$ cat config.mk
export PLATFORM = sky130hd
export DESIGN_NAME = psram_access_arbiter_flat
export DESIGN_NICKNAME = d
export VERILOG_FILES = /design/src/rtl/psram_access_arbiter_if.sv /design/src/rtl/psram_access_arbiter.sv /design/src/flat_wrapper.sv
export SDC_FILE = /design/constraint.sdc
export NUM_CORES = 1
export LEC_CHECK = 0
export BUFFER_PORTS_ARGS = -buffer_cell sky130_fd_sc_hd__clkbuf_2
export CAP_MARGIN = 20
export CORE_ASPECT_RATIO = 2
export CORE_MARGIN = 4
export CORE_UTILIZATION = 35
export CTS_CLUSTER_SIZE = 25
export DETAILED_ROUTE_END_ITERATION = 12
export PLACE_DENSITY = 0.86
export RECOVER_POWER = 100
export SLEW_MARGIN = 20
export SYNTH_ARGS = -nofsm -noshare
export SYNTH_HDL_FRONTEND = slang
export SYNTH_SLANG_ARGS = --single-unit
$ cat constraint.sdc
create_clock -name clk -period 1.9 [get_ports clk]
set_input_delay 0.285 -clock clk [delete_from_list [all_inputs] [get_ports clk]]
set_output_delay 0.285 -clock clk [all_outputs]
set_load 0.005 [all_outputs]
$ cat src/rtl/psram_access_arbiter_if.sv
// Bundle of requester, controller and status signals around psram_access_arbiter.
//   slave  : the arbiter's view (requests/controller feedback in, acks/mux/status out)
//   master : the environment's view (frame FSMs, PSRAM controller, bench)
// Signals: calib_done, wr_rq/wr_addr/wr_data/wr_cmd_en/wr_ack, rd_rq/rd_addr/rd_cmd_en/rd_ack,
//          rd_data_valid_o, mem_rd_data_valid, mem_cmd/mem_cmd_en/mem_addr/mem_wr_data, busy, err.
interface psram_access_arbiter_if;
  logic        calib_done;
  logic        wr_rq;
  logic [20:0] wr_addr;
  logic [31:0] wr_data;
  logic        wr_cmd_en;
  logic        wr_ack;
  logic        rd_rq;
  logic [20:0] rd_addr;
  logic        rd_cmd_en;
  logic        rd_ack;
  logic        rd_data_valid_o;
  logic        mem_rd_data_valid;
  logic        mem_cmd;
  logic        mem_cmd_en;
  logic [20:0] mem_addr;
  logic [31:0] mem_wr_data;
  logic        busy;
  logic [1:0]  err;

  modport slave (
    input  calib_done, wr_rq, wr_addr, wr_data, wr_cmd_en, rd_rq, rd_addr, rd_cmd_en,
           mem_rd_data_valid,
    output wr_ack, rd_ack, rd_data_valid_o, mem_cmd, mem_cmd_en, mem_addr, mem_wr_data, busy,
           err
  );

  modport master (
    output calib_done, wr_rq, wr_addr, wr_data, wr_cmd_en, rd_rq, rd_addr, rd_cmd_en,
           mem_rd_data_valid,
    input  wr_ack, rd_ack, rd_data_valid_o, mem_cmd, mem_cmd_en, mem_addr, mem_wr_data, busy,
           err
  );
endinterface

$ cat src/rtl/psram_access_arbiter.sv
// Round-robin arbiter sharing one PSRAM controller command port between the camera frame
// writer and the display frame reader, one burst per grant, with a turnaround gap after
// every release.
// Ports:
//   clk     : single clock
//   reset_n : synchronous active-low reset
//   bus     : psram_access_arbiter_if.slave (requests, acks, controller mux, busy, err)
// Optional feature: define ARBITER_WATCHDOG_EN to bound each grant to WATCHDOG_CYCLES cycles;
// a revoked requester must drop its request once before it can be granted again.
module psram_access_arbiter #(
  parameter int unsigned MEMORY_BURST    = 32,
  parameter int unsigned TURNAROUND      = 2,
  parameter int unsigned WATCHDOG_CYCLES = 1024
) (
  input logic                   clk,
  input logic                   reset_n,
  psram_access_arbiter_if.slave bus
);

  typedef enum logic [2:0] {
    StWaitCalib,
    StIdle,
    StGrantWr,
    StGrantRd,
    StRelease
  } state_e;

  localparam logic [3:0] TaLast = 4'(TURNAROUND - 1);

  state_e      state_q, state_d;
  logic [3:0]  ta_q, ta_d;
  logic        last_wr_q, last_wr_d;  // 1: writer was granted last
  logic        wr_ack_q, rd_ack_q, busy_q;
  logic [1:0]  err_q, err_d;
  logic        wr_elig, rd_elig;
  logic        wd_expire;
  logic        revoke;
  logic        strobe_err;

  // Burst length is fixed by the controller; kept only as documentation.
  logic unused_burst;
  assign unused_burst = ^MEMORY_BURST;

`ifdef ARBITER_WATCHDOG_EN
  localparam int unsigned    WdW    = $clog2(WATCHDOG_CYCLES + 1);
  localparam logic [WdW-1:0] WdLast = WdW'(WATCHDOG_CYCLES - 1);

  logic [WdW-1:0] wd_q, wd_d;
  logic           blk_wr_q, blk_wr_d, blk_rd_q, blk_rd_d;

  always_comb begin
    wd_d = '0;
    // Count only while staying in the same grant; entry and exit clear the counter.
    if ((state_q == StGrantWr || state_q == StGrantRd) && state_d == state_q) begin
      wd_d = wd_q + 1'b1;
    end
    // A block lifts once the request has been sampled low.
    blk_wr_d = blk_wr_q & bus.wr_rq;
    blk_rd_d = blk_rd_q & bus.rd_rq;
    if (revoke && state_q == StGrantWr) blk_wr_d = 1'b1;
    if (revoke && state_q == StGrantRd) blk_rd_d = 1'b1;
  end

  always_ff @(posedge clk) begin
    if (!reset_n) begin
      wd_q     <= '0;
      blk_wr_q <= 1'b0;
      blk_rd_q <= 1'b0;
    end else begin
      wd_q     <= wd_d;
      blk_wr_q <= blk_wr_d;
      blk_rd_q <= blk_rd_d;
    end
  end

  assign wd_expire = (wd_q == WdLast);
  assign wr_elig   = bus.wr_rq & ~blk_wr_q;
  assign rd_elig   = bus.rd_rq & ~blk_rd_q;
`else
  logic unused_wd;
  assign unused_wd = ^WATCHDOG_CYCLES;
  assign wd_expire = 1'b0;
  assign wr_elig   = bus.wr_rq;
  assign rd_elig   = bus.rd_rq;
`endif

  // Next state, turnaround counter and round-robin pointer.
  always_comb begin
    state_d   = state_q;
    ta_d      = ta_q;
    last_wr_d = last_wr_q;
    revoke    = 1'b0;
    unique case (state_q)
      StWaitCalib: begin
        if (bus.calib_done) state_d = StIdle;
      end
      StIdle: begin
        if (!bus.calib_done) begin
          state_d = StWaitCalib;
        end else if (wr_elig && (!rd_elig || !last_wr_q)) begin
          state_d   = StGrantWr;
          last_wr_d = 1'b1;
        end else if (rd_elig) begin
          state_d   = StGrantRd;
          last_wr_d = 1'b0;
        end
      end
      StGrantWr: begin
        if (!bus.wr_rq || wd_expire) begin
          state_d = StRelease;
          ta_d    = '0;
          revoke  = bus.wr_rq;
        end
      end
      StGrantRd: begin
        if (!bus.rd_rq || wd_expire) begin
          state_d = StRelease;
          ta_d    = '0;
          revoke  = bus.rd_rq;
        end
      end
      StRelease: begin
        if (ta_q == TaLast) state_d = StIdle;
        else                ta_d    = ta_q + 4'd1;
      end
      default: state_d = StWaitCalib;
    endcase
  end

  assign strobe_err = (bus.wr_cmd_en && state_q != StGrantWr) ||
                      (bus.rd_cmd_en && state_q != StGrantRd);
  assign err_d      = err_q | {revoke, strobe_err};

  always_ff @(posedge clk) begin
    if (!reset_n) begin
      state_q   <= StWaitCalib;
      ta_q      <= '0;
      last_wr_q <= 1'b0;
      wr_ack_q  <= 1'b0;
      rd_ack_q  <= 1'b0;
      busy_q    <= 1'b0;
      err_q     <= '0;
    end else begin
      state_q   <= state_d;
      ta_q      <= ta_d;
      last_wr_q <= last_wr_d;
      wr_ack_q  <= (state_d == StGrantWr);
      rd_ack_q  <= (state_d == StGrantRd);
      busy_q    <= (state_d == StGrantWr) || (state_d == StGrantRd);
      err_q     <= err_d;
    end
  end

  // Controller mux: combinational from the registered state, so strobes pass with no delay.
  always_comb begin
    bus.mem_cmd         = 1'b0;
    bus.mem_cmd_en      = 1'b0;
    bus.mem_addr        = '0;
    bus.mem_wr_data     = '0;
    bus.rd_data_valid_o = 1'b0;
    unique case (state_q)
      StGrantWr: begin
        bus.mem_cmd     = 1'b1;
        bus.mem_cmd_en  = bus.wr_cmd_en;
        bus.mem_addr    = bus.wr_addr;
        bus.mem_wr_data = bus.wr_data;
      end
      StGrantRd: begin
        bus.mem_cmd_en      = bus.rd_cmd_en;
        bus.mem_addr        = bus.rd_addr;
        bus.rd_data_valid_o = bus.mem_rd_data_valid;
      end
      default: ;
    endcase
  end

  assign bus.wr_ack = wr_ack_q;
  assign bus.rd_ack = rd_ack_q;
  assign bus.busy   = busy_q;
  assign bus.err    = err_q;

endmodule

$ cat src/flat_wrapper.sv
// flat-port wrapper written by rule: the top's interface ports become plain ports
module psram_access_arbiter_flat 
#(
  parameter int unsigned MEMORY_BURST    = 32,
  parameter int unsigned TURNAROUND      = 2,
  parameter int unsigned WATCHDOG_CYCLES = 1024
)
  (clk, reset_n, bus_calib_done, bus_wr_rq, bus_wr_addr, bus_wr_data, bus_wr_cmd_en, bus_rd_rq, bus_rd_addr, bus_rd_cmd_en, bus_mem_rd_data_valid, bus_wr_ack, bus_rd_ack, bus_rd_data_valid_o, bus_mem_cmd, bus_mem_cmd_en, bus_mem_addr, bus_mem_wr_data, bus_busy, bus_err);
  psram_access_arbiter_if bus_i ();
  input logic clk;
  input logic reset_n;
  input wire logic [$bits(bus_i.calib_done)-1:0] bus_calib_done;
  input wire logic [$bits(bus_i.wr_rq)-1:0] bus_wr_rq;
  input wire logic [$bits(bus_i.wr_addr)-1:0] bus_wr_addr;
  input wire logic [$bits(bus_i.wr_data)-1:0] bus_wr_data;
  input wire logic [$bits(bus_i.wr_cmd_en)-1:0] bus_wr_cmd_en;
  input wire logic [$bits(bus_i.rd_rq)-1:0] bus_rd_rq;
  input wire logic [$bits(bus_i.rd_addr)-1:0] bus_rd_addr;
  input wire logic [$bits(bus_i.rd_cmd_en)-1:0] bus_rd_cmd_en;
  input wire logic [$bits(bus_i.mem_rd_data_valid)-1:0] bus_mem_rd_data_valid;
  output wire logic [$bits(bus_i.wr_ack)-1:0] bus_wr_ack;
  output wire logic [$bits(bus_i.rd_ack)-1:0] bus_rd_ack;
  output wire logic [$bits(bus_i.rd_data_valid_o)-1:0] bus_rd_data_valid_o;
  output wire logic [$bits(bus_i.mem_cmd)-1:0] bus_mem_cmd;
  output wire logic [$bits(bus_i.mem_cmd_en)-1:0] bus_mem_cmd_en;
  output wire logic [$bits(bus_i.mem_addr)-1:0] bus_mem_addr;
  output wire logic [$bits(bus_i.mem_wr_data)-1:0] bus_mem_wr_data;
  output wire logic [$bits(bus_i.busy)-1:0] bus_busy;
  output wire logic [$bits(bus_i.err)-1:0] bus_err;
  assign bus_i.calib_done = bus_calib_done;
  assign bus_i.wr_rq = bus_wr_rq;
  assign bus_i.wr_addr = bus_wr_addr;
  assign bus_i.wr_data = bus_wr_data;
  assign bus_i.wr_cmd_en = bus_wr_cmd_en;
  assign bus_i.rd_rq = bus_rd_rq;
  assign bus_i.rd_addr = bus_rd_addr;
  assign bus_i.rd_cmd_en = bus_rd_cmd_en;
  assign bus_i.mem_rd_data_valid = bus_mem_rd_data_valid;
  assign bus_wr_ack = bus_i.wr_ack;
  assign bus_rd_ack = bus_i.rd_ack;
  assign bus_rd_data_valid_o = bus_i.rd_data_valid_o;
  assign bus_mem_cmd = bus_i.mem_cmd;
  assign bus_mem_cmd_en = bus_i.mem_cmd_en;
  assign bus_mem_addr = bus_i.mem_addr;
  assign bus_mem_wr_data = bus_i.mem_wr_data;
  assign bus_busy = bus_i.busy;
  assign bus_err = bus_i.err;
  psram_access_arbiter #(.MEMORY_BURST(MEMORY_BURST), .TURNAROUND(TURNAROUND), .WATCHDOG_CYCLES(WATCHDOG_CYCLES)) u_core (.clk(clk), .reset_n(reset_n), .bus(bus_i));
endmodule
==> results.sh, run 1 <==
export IMPL_outcome="finished clean"
export IMPL_utilization_pct=59.5
export IMPL_cp_cell_sequence="nor3b_1, buf_4, and2_0, clkbuf_2"
export IMPL_worstReg2RegStart="u_core.state_q[0]"
export IMPL_cp_required_ns=1.62
export IMPL_cts_resized=0
export IMPL_die_h_um=89.1
export IMPL_tns_ns=0
export IMPL_crit_start="u_core.state_q[0]"
export IMPL_drt_iter0_drc=28
export IMPL_whs_ns=0.295
export IMPL_fin_skew_ns=0.00198
export IMPL_fillers=306
export IMPL_antenna_found_initial=0
export IMPL_ys_ff_latch=12
export IMPL_synth_async_reset_ratio_pct=0
export IMPL_path_max_fanout=34
export IMPL_fp_dieW_um=48.6
export IMPL_path_buf_inv=2
export IMPL_min_period_over_period_pct=93.0
export IMPL_grtUsageTotal_pct=17.7
export IMPL_seq_area_frac_synth_pct=20.8
export IMPL_setup_viol=0
export IMPL_routedWlPerCell_um=13.3
export IMPL_drc=0
export IMPL_synthMuxAreaShare_pct=20.1
export IMPL_multi_input_area_um2=841
export IMPL_area_growth_syn_to_layout_pct=63.0
export IMPL_drive_above_1_share_pct=38.8
export IMPL_syn_inst=154
export IMPL_hold_viol=0
export IMPL_synthTopCellsByArea="dfxtp_1 21%, mux2i_1 19%, and2_1 17%"
export IMPL_yosysWarningCount=0
export IMPL_routabilityCongestion=0.847
export IMPL_placed_cell_area_um2=1870
export IMPL_dp_slack_ns=0.380
export IMPL_drt_total_wl_mm=4.25
export IMPL_synth_common_cells="32 x and2_1, 23 x nor2_1, 22 x mux2i_1"
export IMPL_cpMaxStageDelayCell="dfxtp_1"
export IMPL_finalPower_mw=0.773
export IMPL_synth_most_common_cell="and2_1"
export IMPL_ioPinCount=143
export IMPL_crit_family="flip-flops"
export IMPL_synthAdderAreaFrac_pct=2.17
export IMPL_dpl_hpwl_mm=3.67
export IMPL_cts_tree="built"
export IMPL_fin_cells=320
export IMPL_synth_edf_count=0
export IMPL_yosysUniqueCellTypes=34
export IMPL_ys_flop_type="dfxtp_1"
export IMPL_cp_arrival_ns=1.48
export IMPL_cts_setup_buffers=0
export IMPL_synthSimpleGateAreaFrac_pct=38.8
export IMPL_max_stage_delay_ns=0.42
export IMPL_worst_skew_pair_late_latency_ns=0.24
export IMPL_worstSetupPathType="flop to primary output"
export IMPL_ctsLongestPathBuffers=2
export IMPL_pwr_density_cell_nw_per_um2=411
export IMPL_synth_compound_area_share_pct=12.1
export IMPL_syn_area_per_cell_um2=7.48
export IMPL_synthesis_nets=238
export IMPL_fin_area_um2=1880
export IMPL_cp_start_kind="flop"
export IMPL_syn_area_um2=1150
export IMPL_start_util_pct=36.5
export IMPL_synth_xor_area_share_pct=0
export IMPL_first_global_vias=1494
export IMPL_synth_top_family_by_area="simple AND/OR/NAND/NOR gates"
export IMPL_synth_top_cell_by_area="dfxtp_1"
export IMPL_path_clk_slew_ns=0.05
export IMPL_rsz0062_at_grt="false"
export IMPL_grt_overflow=0
export IMPL_min_path_type="input pin to flop"
export IMPL_grt_max_degree=35
export IMPL_grt_pass1_wl_mm=6.22
export IMPL_avgViaCountPerCell=4.96
export IMPL_finalMaxSlewViolations=0
export IMPL_ctsRootBufferMaster="clkbuf_8"
export IMPL_cts_sinks=12
export IMPL_finalWorstPathRequiredPeriod_ns=1.77
export IMPL_route_vias_total=1586
export IMPL_layout_setup_ws_ns=0.134
export IMPL_io_buffers=141
export IMPL_synth_top_area_share_pct=20.8
export IMPL_ir_worst_vdd_uv=218
export IMPL_maxCapViolCount=0
export IMPL_cts_htree_levels=1
export IMPL_leakagePower_nw=0.935
export IMPL_cp_end_kind="primary output"
export IMPL_ant_nets=0
export IMPL_rows=29
export IMPL_core_um2=3160
export IMPL_ctsHoldBuffers=0
export IMPL_ff_latch_area_um2=241
export IMPL_die_area_um2=4330
export IMPL_diodes=0
export IMPL_final_net_count=374
export IMPL_max_freq_mhz=566
export IMPL_cts_buffers=3
export IMPL_min_from="bus_rd_rq"
export IMPL_place_inst=316
export IMPL_drt_pass1_iterations=4
[worst reg2reg max path, stage by stage, from the launching register on]
cell and delay, ns:
dfxtp_1 0.54, mux2_1 0.44, o22ai_1 0.25, o32ai_1 0.13
[final timing paths]
kind | slack, ns | cells past startpoint | to
worst max register to register | 0.41 | 3 | u_core.ta_q[1]
worst min register to register | 0.49 | 1 | u_core.last_wr_q
worst max-delay path | 0.13 | 4 | bus_mem_wr_data[7]
worst min-delay path | 0.29 | 2 | u_core.last_wr_q
[area by class of cell]
cell class | instances | area share, %
multi-input cells | 127 | 44.8
repair buffers | 144 | 37.0
flip-flops and latches | 12 | 12.9
clock buffers | 4 | 2.93
well taps | 31 | 2.07
inverters | 2 | 0.400
[sequential cells by signal (all words and copies together) (netlist names)]
signal	cells
u_core.bus.wr_ack	1
u_core.state_q	3
u_core.last_wr_q	1
u_core.bus.rd_ack	1
u_core.bus.busy	1
u_core.ta_q	4
u_core.bus.err	1
[power breakdown]
| part | leakage (nW) | switching, mW | internal [mW] |
|---|---|---|---|
| Sequential | 0.0980 | 0.00968 | 0.259 |
| Combinational | 0.808 | 0.0954 | 0.126 |
| Clock | 0.0288 | 0.0990 | 0.183 |
[placed cells by master, fill, tap and decap left out, types with 5 or more instances in the layout]
master    count
clkbuf_2    104
clkbuf_1     37
and2_1       24
nor2_1       23
mux2i_1      22
dfxtp_1      11
and2_0        8
nand2_1       6
a21oi_1       5
[kinds of logic (layout without fill, tap and decap cells)]
family	Yosys count	in the layout
AOI/OAI and AO/OA	20	20
adders and majority gates	2	2
buffers and inverters	15	150
DFF	12	12
muxes	23	23
other	1	1
and+or+nand+nor	81	81
[per-layer routing]
layer / vias to the layer above / global-route usage [%] / part of all wire (%)
met5: - / 0 / 0
met4: 0 / 11.3 / 2.4
met3: 8 / 5.84 / 12
met2: 101 / 30.2 / 51
met1: 684 / 18.4 / 34
li1: 793 / - / -
Note: power is estimated with default switching activity, not from simulation.
==> run 2: changes to the inputs <==
--- a/config.mk
+++ b/config.mk
@@ -8,11 +8,10 @@
 export BUFFER_PORTS_ARGS = -buffer_cell sky130_fd_sc_hd__clkbuf_2
 export CAP_MARGIN = 20
 export CORE_ASPECT_RATIO = 2
-export CORE_MARGIN = 4
 export CORE_UTILIZATION = 35
 export CTS_CLUSTER_SIZE = 25
 export DETAILED_ROUTE_END_ITERATION = 12
-export PLACE_DENSITY = 0.86
+export PLACE_DENSITY_LB_ADDON = 0.1
 export RECOVER_POWER = 100
 export SLEW_MARGIN = 20
 export SYNTH_ARGS = -nofsm -noshare
==> run 2 against run 1 <==
Net effect:
- clock power is essentially flat
- critical endpoint is now bus_mem_cmd_en
- cell area grew 1.3%
- clock skew shrank 0.0013 ns
==> results.sh, run 2 (synthesis gave the netlist of run 1 again) <==
export IMPL_layout_common_cells="122 x clkbuf_2, 31 x and2_1, 23 x nor2_1"
export IMPL_worstReg2RegStart="u_core.state_q[0]"
export IMPL_final_net_count=375
export IMPL_rsz0062_at_grt="false"
export IMPL_grt_max_degree=35
export IMPL_multi_input_area_um2=846
export IMPL_fin_cells=321
export IMPL_layout_commonest_cell="clkbuf_2"
export IMPL_cp_required_ns=1.62
export IMPL_cts_sinks=12
export IMPL_reg_top3="u_core.ta_q x4, u_core.state_q x3"
export IMPL_place_inst=317
export IMPL_fp_dieW_um=42.6
export IMPL_fillers=328
export IMPL_rows=29
export IMPL_route_vias_total=1541
export IMPL_regMostFlops="u_core.ta_q"
export IMPL_cp_end_kind="primary output"
export IMPL_path_clk_slew_ns=0.05
export IMPL_avgViaCountPerCell=4.80
export IMPL_ir_worst_vdd_uv=253
export IMPL_pwr_density_cell_nw_per_um2=406
export IMPL_die_area_um2=3540
export IMPL_drc=0
export IMPL_largest_reg_flops=4
export IMPL_antenna_found_initial=0
export IMPL_hold_viol=0
export IMPL_min_period_over_period_pct=92.0
export IMPL_cts_htree_levels=1
export IMPL_min_from="bus_rd_rq"
export IMPL_drive_above_1_share_pct=45.2
export IMPL_leakagePower_nw=1.01
export IMPL_outcome="finished clean"
export IMPL_ant_nets=0
export IMPL_crit_start="u_core.state_q[0]"
export IMPL_die_h_um=83.1
export IMPL_setup_viol=0
export IMPL_finalMaxSlewViolations=0
export IMPL_path_max_fanout=14
export IMPL_grt_overflow=0
export IMPL_cts_buffers=3
export IMPL_maxCapViolCount=0
export IMPL_area_growth_syn_to_layout_pct=65.1
export IMPL_ioPinCount=143
export IMPL_drt_iter0_drc=24
export IMPL_cts_tree="built"
export IMPL_diodes=0
export IMPL_grtUsageTotal_pct=22.4
export IMPL_finalWorstPathRequiredPeriod_ns=1.75
export IMPL_ctsLongestPathBuffers=2
export IMPL_io_buffers=141
export IMPL_cp_start_kind="flop"
export IMPL_drt_total_wl_mm=3.98
export IMPL_worst_skew_pair_late_latency_ns=0.24
export IMPL_ctsRootBufferMaster="clkbuf_8"
export IMPL_cts_setup_buffers=0
export IMPL_first_global_vias=1391
export IMPL_min_path_type="input pin to flop"
export IMPL_tns_ns=0
export IMPL_ctsHoldBuffers=0
export IMPL_dpl_hpwl_mm=3.26
export IMPL_routabilityCongestion=0.773
export IMPL_cp_arrival_ns=1.46
export IMPL_drt_pass1_iterations=4
export IMPL_core_um2=3160
export IMPL_worstSetupPathType="flop to primary output"
export IMPL_grt_pass1_wl_mm=6.25
export IMPL_fin_skew_ns=0.000678
export IMPL_start_util_pct=36.5
export IMPL_max_freq_mhz=572
export IMPL_ff_latch_area_um2=240
export IMPL_routedWlPerCell_um=12.4
==> run 2: where the power goes <==
part	switching (mW)	total [mW]	internal (mW)
registers	0.00959	0.269	0.259
logic	0.0948	0.222	0.127
clock network	0.0993	0.283	0.183
total	0.204	0.773	0.569
==> run 2: final timing paths <==
path / to / slack (ns) / cells after the start
setup / recovery: bus_mem_cmd_en / 0.15 / 4
hold / removal: u_core.last_wr_q / 0.30 / 2
setup reg to reg: u_core.ta_q[1] / 0.39 / 4
hold reg to reg: u_core.ta_q[1] / 0.51 / 2
==> run 2: cell type report <==
cell class	instances	share of cell area (%)
Multi-Input combinational cell	127	44.4
Timing Repair Buffer	145	37.6
Sequential cell	12	12.6
Clock buffer	4	2.89
Tap cell	31	2.04
Inverter	2	0.394
==> run 2: metal layers <==
layer | global-route usage [%] | share of wire [%] | vias up | wire, um
met5 | 0 | 0 | - | 0
met4 | 13.9 | 2.3 | 0 | 91
met3 | 4.57 | 6.3 | 8 | 250
met2 | 37.8 | 53 | 77 | 2100
met1 | 24.6 | 39 | 663 | 1540
li1 | - | - | 793 | -
==> run 2: timing repair <==
action                                  CTS  global route
resized for setup                         0             1
endpoints found under the setup margin    0            32
endpoints found under the hold margin     0             0
==> run 2: critical path, stage by stage, from the launching register on <==
cell	delay, ns
dfxtp_1	0.52
buf_4	0.31
mux2i_1	0.21
nor2_1	0.05
clkbuf_1	0.12
==> run 2: stage by stage <==
step           power (mW)  cell area (um2)  util, %  worst slack, ns  hold WS, ns
3_3_place_gp        0.496             1870     59.2            0.415        0.471
2_1_floorplan       0.380             1150        -            0.451        0.400
4_1_cts             0.781             1920     60.9            0.116        0.295
5_1_grt             0.819             1900     60.3           0.0103        0.320
3_5_place_dp        0.497             1870     59.2            0.370        0.478
6_report            0.773             1900     60.3            0.151        0.304
==> run 3: changes to the inputs <==
--- a/config.mk
+++ b/config.mk
@@ -5,14 +5,14 @@
 export SDC_FILE = /design/constraint.sdc
 export NUM_CORES = 1
 export LEC_CHECK = 0
-export BUFFER_PORTS_ARGS = -buffer_cell sky130_fd_sc_hd__clkbuf_2
+export BUFFER_PORTS_ARGS = -buffer_cell sky130_fd_sc_hd__buf_2
 export CAP_MARGIN = 20
 export CORE_ASPECT_RATIO = 2
+export CORE_MARGIN = 1
 export CORE_UTILIZATION = 35
 export CTS_CLUSTER_SIZE = 25
 export DETAILED_ROUTE_END_ITERATION = 12
 export PLACE_DENSITY_LB_ADDON = 0.1
-export RECOVER_POWER = 100
 export SLEW_MARGIN = 20
 export SYNTH_ARGS = -nofsm -noshare
 export SYNTH_HDL_FRONTEND = slang
==> run 3 against run 2 <==
Net effect:
- combinational power hardly changed
- critical path depth unchanged
- fmax increased by 0.55%
- via count decreased by 1.8%
- sequential share of layout area about the same
- highest routed layer unchanged
- largest cell class unchanged
==> results.sh, run 3 (synthesis gave the netlist of run 1 again) <==
export IMPL_pwr_density_cell_nw_per_um2=373
export IMPL_min_path_type="input pin to flop"
export IMPL_leakagePower_nw=1.11
export IMPL_dpl_hpwl_mm=3.18
export IMPL_tns_ns=0
export IMPL_start_util_pct=36.5
export IMPL_grt_pass1_wl_mm=6.24
export IMPL_cp_required_ns=1.62
export IMPL_ioPinCount=143
export IMPL_avgViaCountPerCell=4.71
export IMPL_io_buffers=141
export IMPL_cts_tree="built"
export IMPL_diodes=0
export IMPL_core_um2=3160
export IMPL_fp_dieW_um=42.6
export IMPL_min_period_over_period_pct=91.5
export IMPL_rr_worst_depth=3
export IMPL_reg_top3="u_core.ta_q x4, u_core.state_q x3"
export IMPL_ir_worst_vdd_uv=321
export IMPL_grt_overflow=0
export IMPL_outcome="finished clean"
export IMPL_routabilityCongestion=0.801
export IMPL_layout_common_cells="141 x buf_2, 32 x and2_1, 23 x nor2_1"
export IMPL_drive_above_1_share_pct=52.4
export IMPL_drt_iter0_drc=28
export IMPL_fin_skew_ns=0.00360
export IMPL_grtUsageTotal_pct=22.1
export IMPL_finalWorstPathRequiredPeriod_ns=1.74
export IMPL_die_h_um=83.1
export IMPL_cp_end_kind="primary output"
export IMPL_finalMaxSlewViolations=0
export IMPL_cts_htree_levels=1
export IMPL_die_area_um2=3540
export IMPL_ctsLongestPathBuffers=2
export IMPL_drt_pass1_iterations=4
export IMPL_drt_total_wl_mm=3.86
export IMPL_area_growth_syn_to_layout_pct=66.4
export IMPL_cp_start_kind="flop"
export IMPL_route_vias_total=1513
export IMPL_largest_reg_flops=4
export IMPL_cts_setup_buffers=0
export IMPL_setup_viol=0
export IMPL_min_from="bus_rd_rq"
export IMPL_routedWlPerCell_um=12.0
export IMPL_finalPower_mw=0.716
export IMPL_drc=0
export IMPL_holdPathStages=2
export IMPL_path_clk_slew_ns=0.05
export IMPL_min_to="u_core.last_wr_q"
export IMPL_rrSetupSlack_ns=0.46
export IMPL_final_net_count=376
export IMPL_r2r_end="u_core.ta_q[1]"
export IMPL_path_max_fanout=16
export IMPL_worstReg2RegStart="u_core.state_q[0]"
export IMPL_cp_arrival_ns=1.45
export IMPL_regMostFlops="u_core.ta_q"
export IMPL_hold_viol=0
export IMPL_layout_commonest_cell="buf_2"
export IMPL_first_global_vias=1441
export IMPL_ctsRootBufferMaster="clkbuf_8"
export IMPL_cts_sinks=12
export IMPL_worst_skew_pair_late_latency_ns=0.23
export IMPL_worstSetupPathType="flop to primary output"
export IMPL_cts_buffers=3
export IMPL_rsz0062_at_grt="false"
export IMPL_grt_max_degree=35
export IMPL_maxCapViolCount=0
export IMPL_ant_nets=0
export IMPL_rows=29
export IMPL_max_freq_mhz=575
export IMPL_antenna_found_initial=0
## run 3: changes by cell type in the layout (fill, tap and decap cells not counted), sizes merged
cell | before | now
clkbuf | 144 | 3
buf | 5 | 146
## run 3: area by class of cell
class / instances / area (um2)
Sequential cell: 12 / 241
Fill cell: 308 / 1240
Timing Repair Buffer: 146 / 743
Multi-Input combinational cell: 127 / 846
Inverter: 2 / 7.51
Tap cell: 31 / 38.8
Clock buffer: 3 / 41.3
## run 3: per-stage QoR
stage	hold WS [ns]	setup slack, ns	instance area, um2	util, %	std cells
floorplan	0.400	0.451	1150	-	154
global placement	0.475	0.409	1880	59.4	318
detailed placement	0.474	0.372	1880	59.4	318
CTS	0.302	0.107	1920	60.7	321
global route	0.320	0.0433	1920	60.8	321
finish	0.322	0.161	1920	60.8	321
## run 3: worst max path at each step
stage	end	cells after the start	start	slack, ns
after floorplan	bus_mem_addr[0]	5	u_core.state_q[0]	0.45
after global placement	bus_mem_cmd_en	4	u_core.state_q[0]	0.41
after detailed placement	bus_mem_wr_data[1]	4	u_core.state_q[1]	0.37
after CTS	bus_mem_wr_data[1]	4	u_core.state_q[1]	0.11
after global routing	bus_mem_addr[18]	4	u_core.state_q[0]	0.04
final	bus_mem_cmd_en	4	u_core.state_q[0]	0.16
## run 3: metal layers
metal	GRT usage [%]	vias up	share of wire [%]
li1	-	795	-
met1	23.5	633	39
met2	39.2	73	51
met4	12.5	0	3.2
met5	0	-	0
met3	3.48	12	6.4
## run 3: repair_timing
item	in CTS	in global routing
gates resized for setup	0	1
hold buffers	0	0
endpoints found under the setup margin	0	30
## run 3: power by group
part | internal [mW] | leakage [nW] | switching (mW)
Sequential | 0.260 | 0.0980 | 0.00900
Clock | 0.139 | 0.0216 | 0.0840
Combinational | 0.130 | 0.988 | 0.0943
Total | 0.528 | 1.11 | 0.187
## run 3: critical path, cell delays in order, from the launching register on
cell     delay [ns]
dfxtp_1        0.49
buf_4          0.32
mux2i_1        0.22
nor2_1         0.05
buf_2          0.13
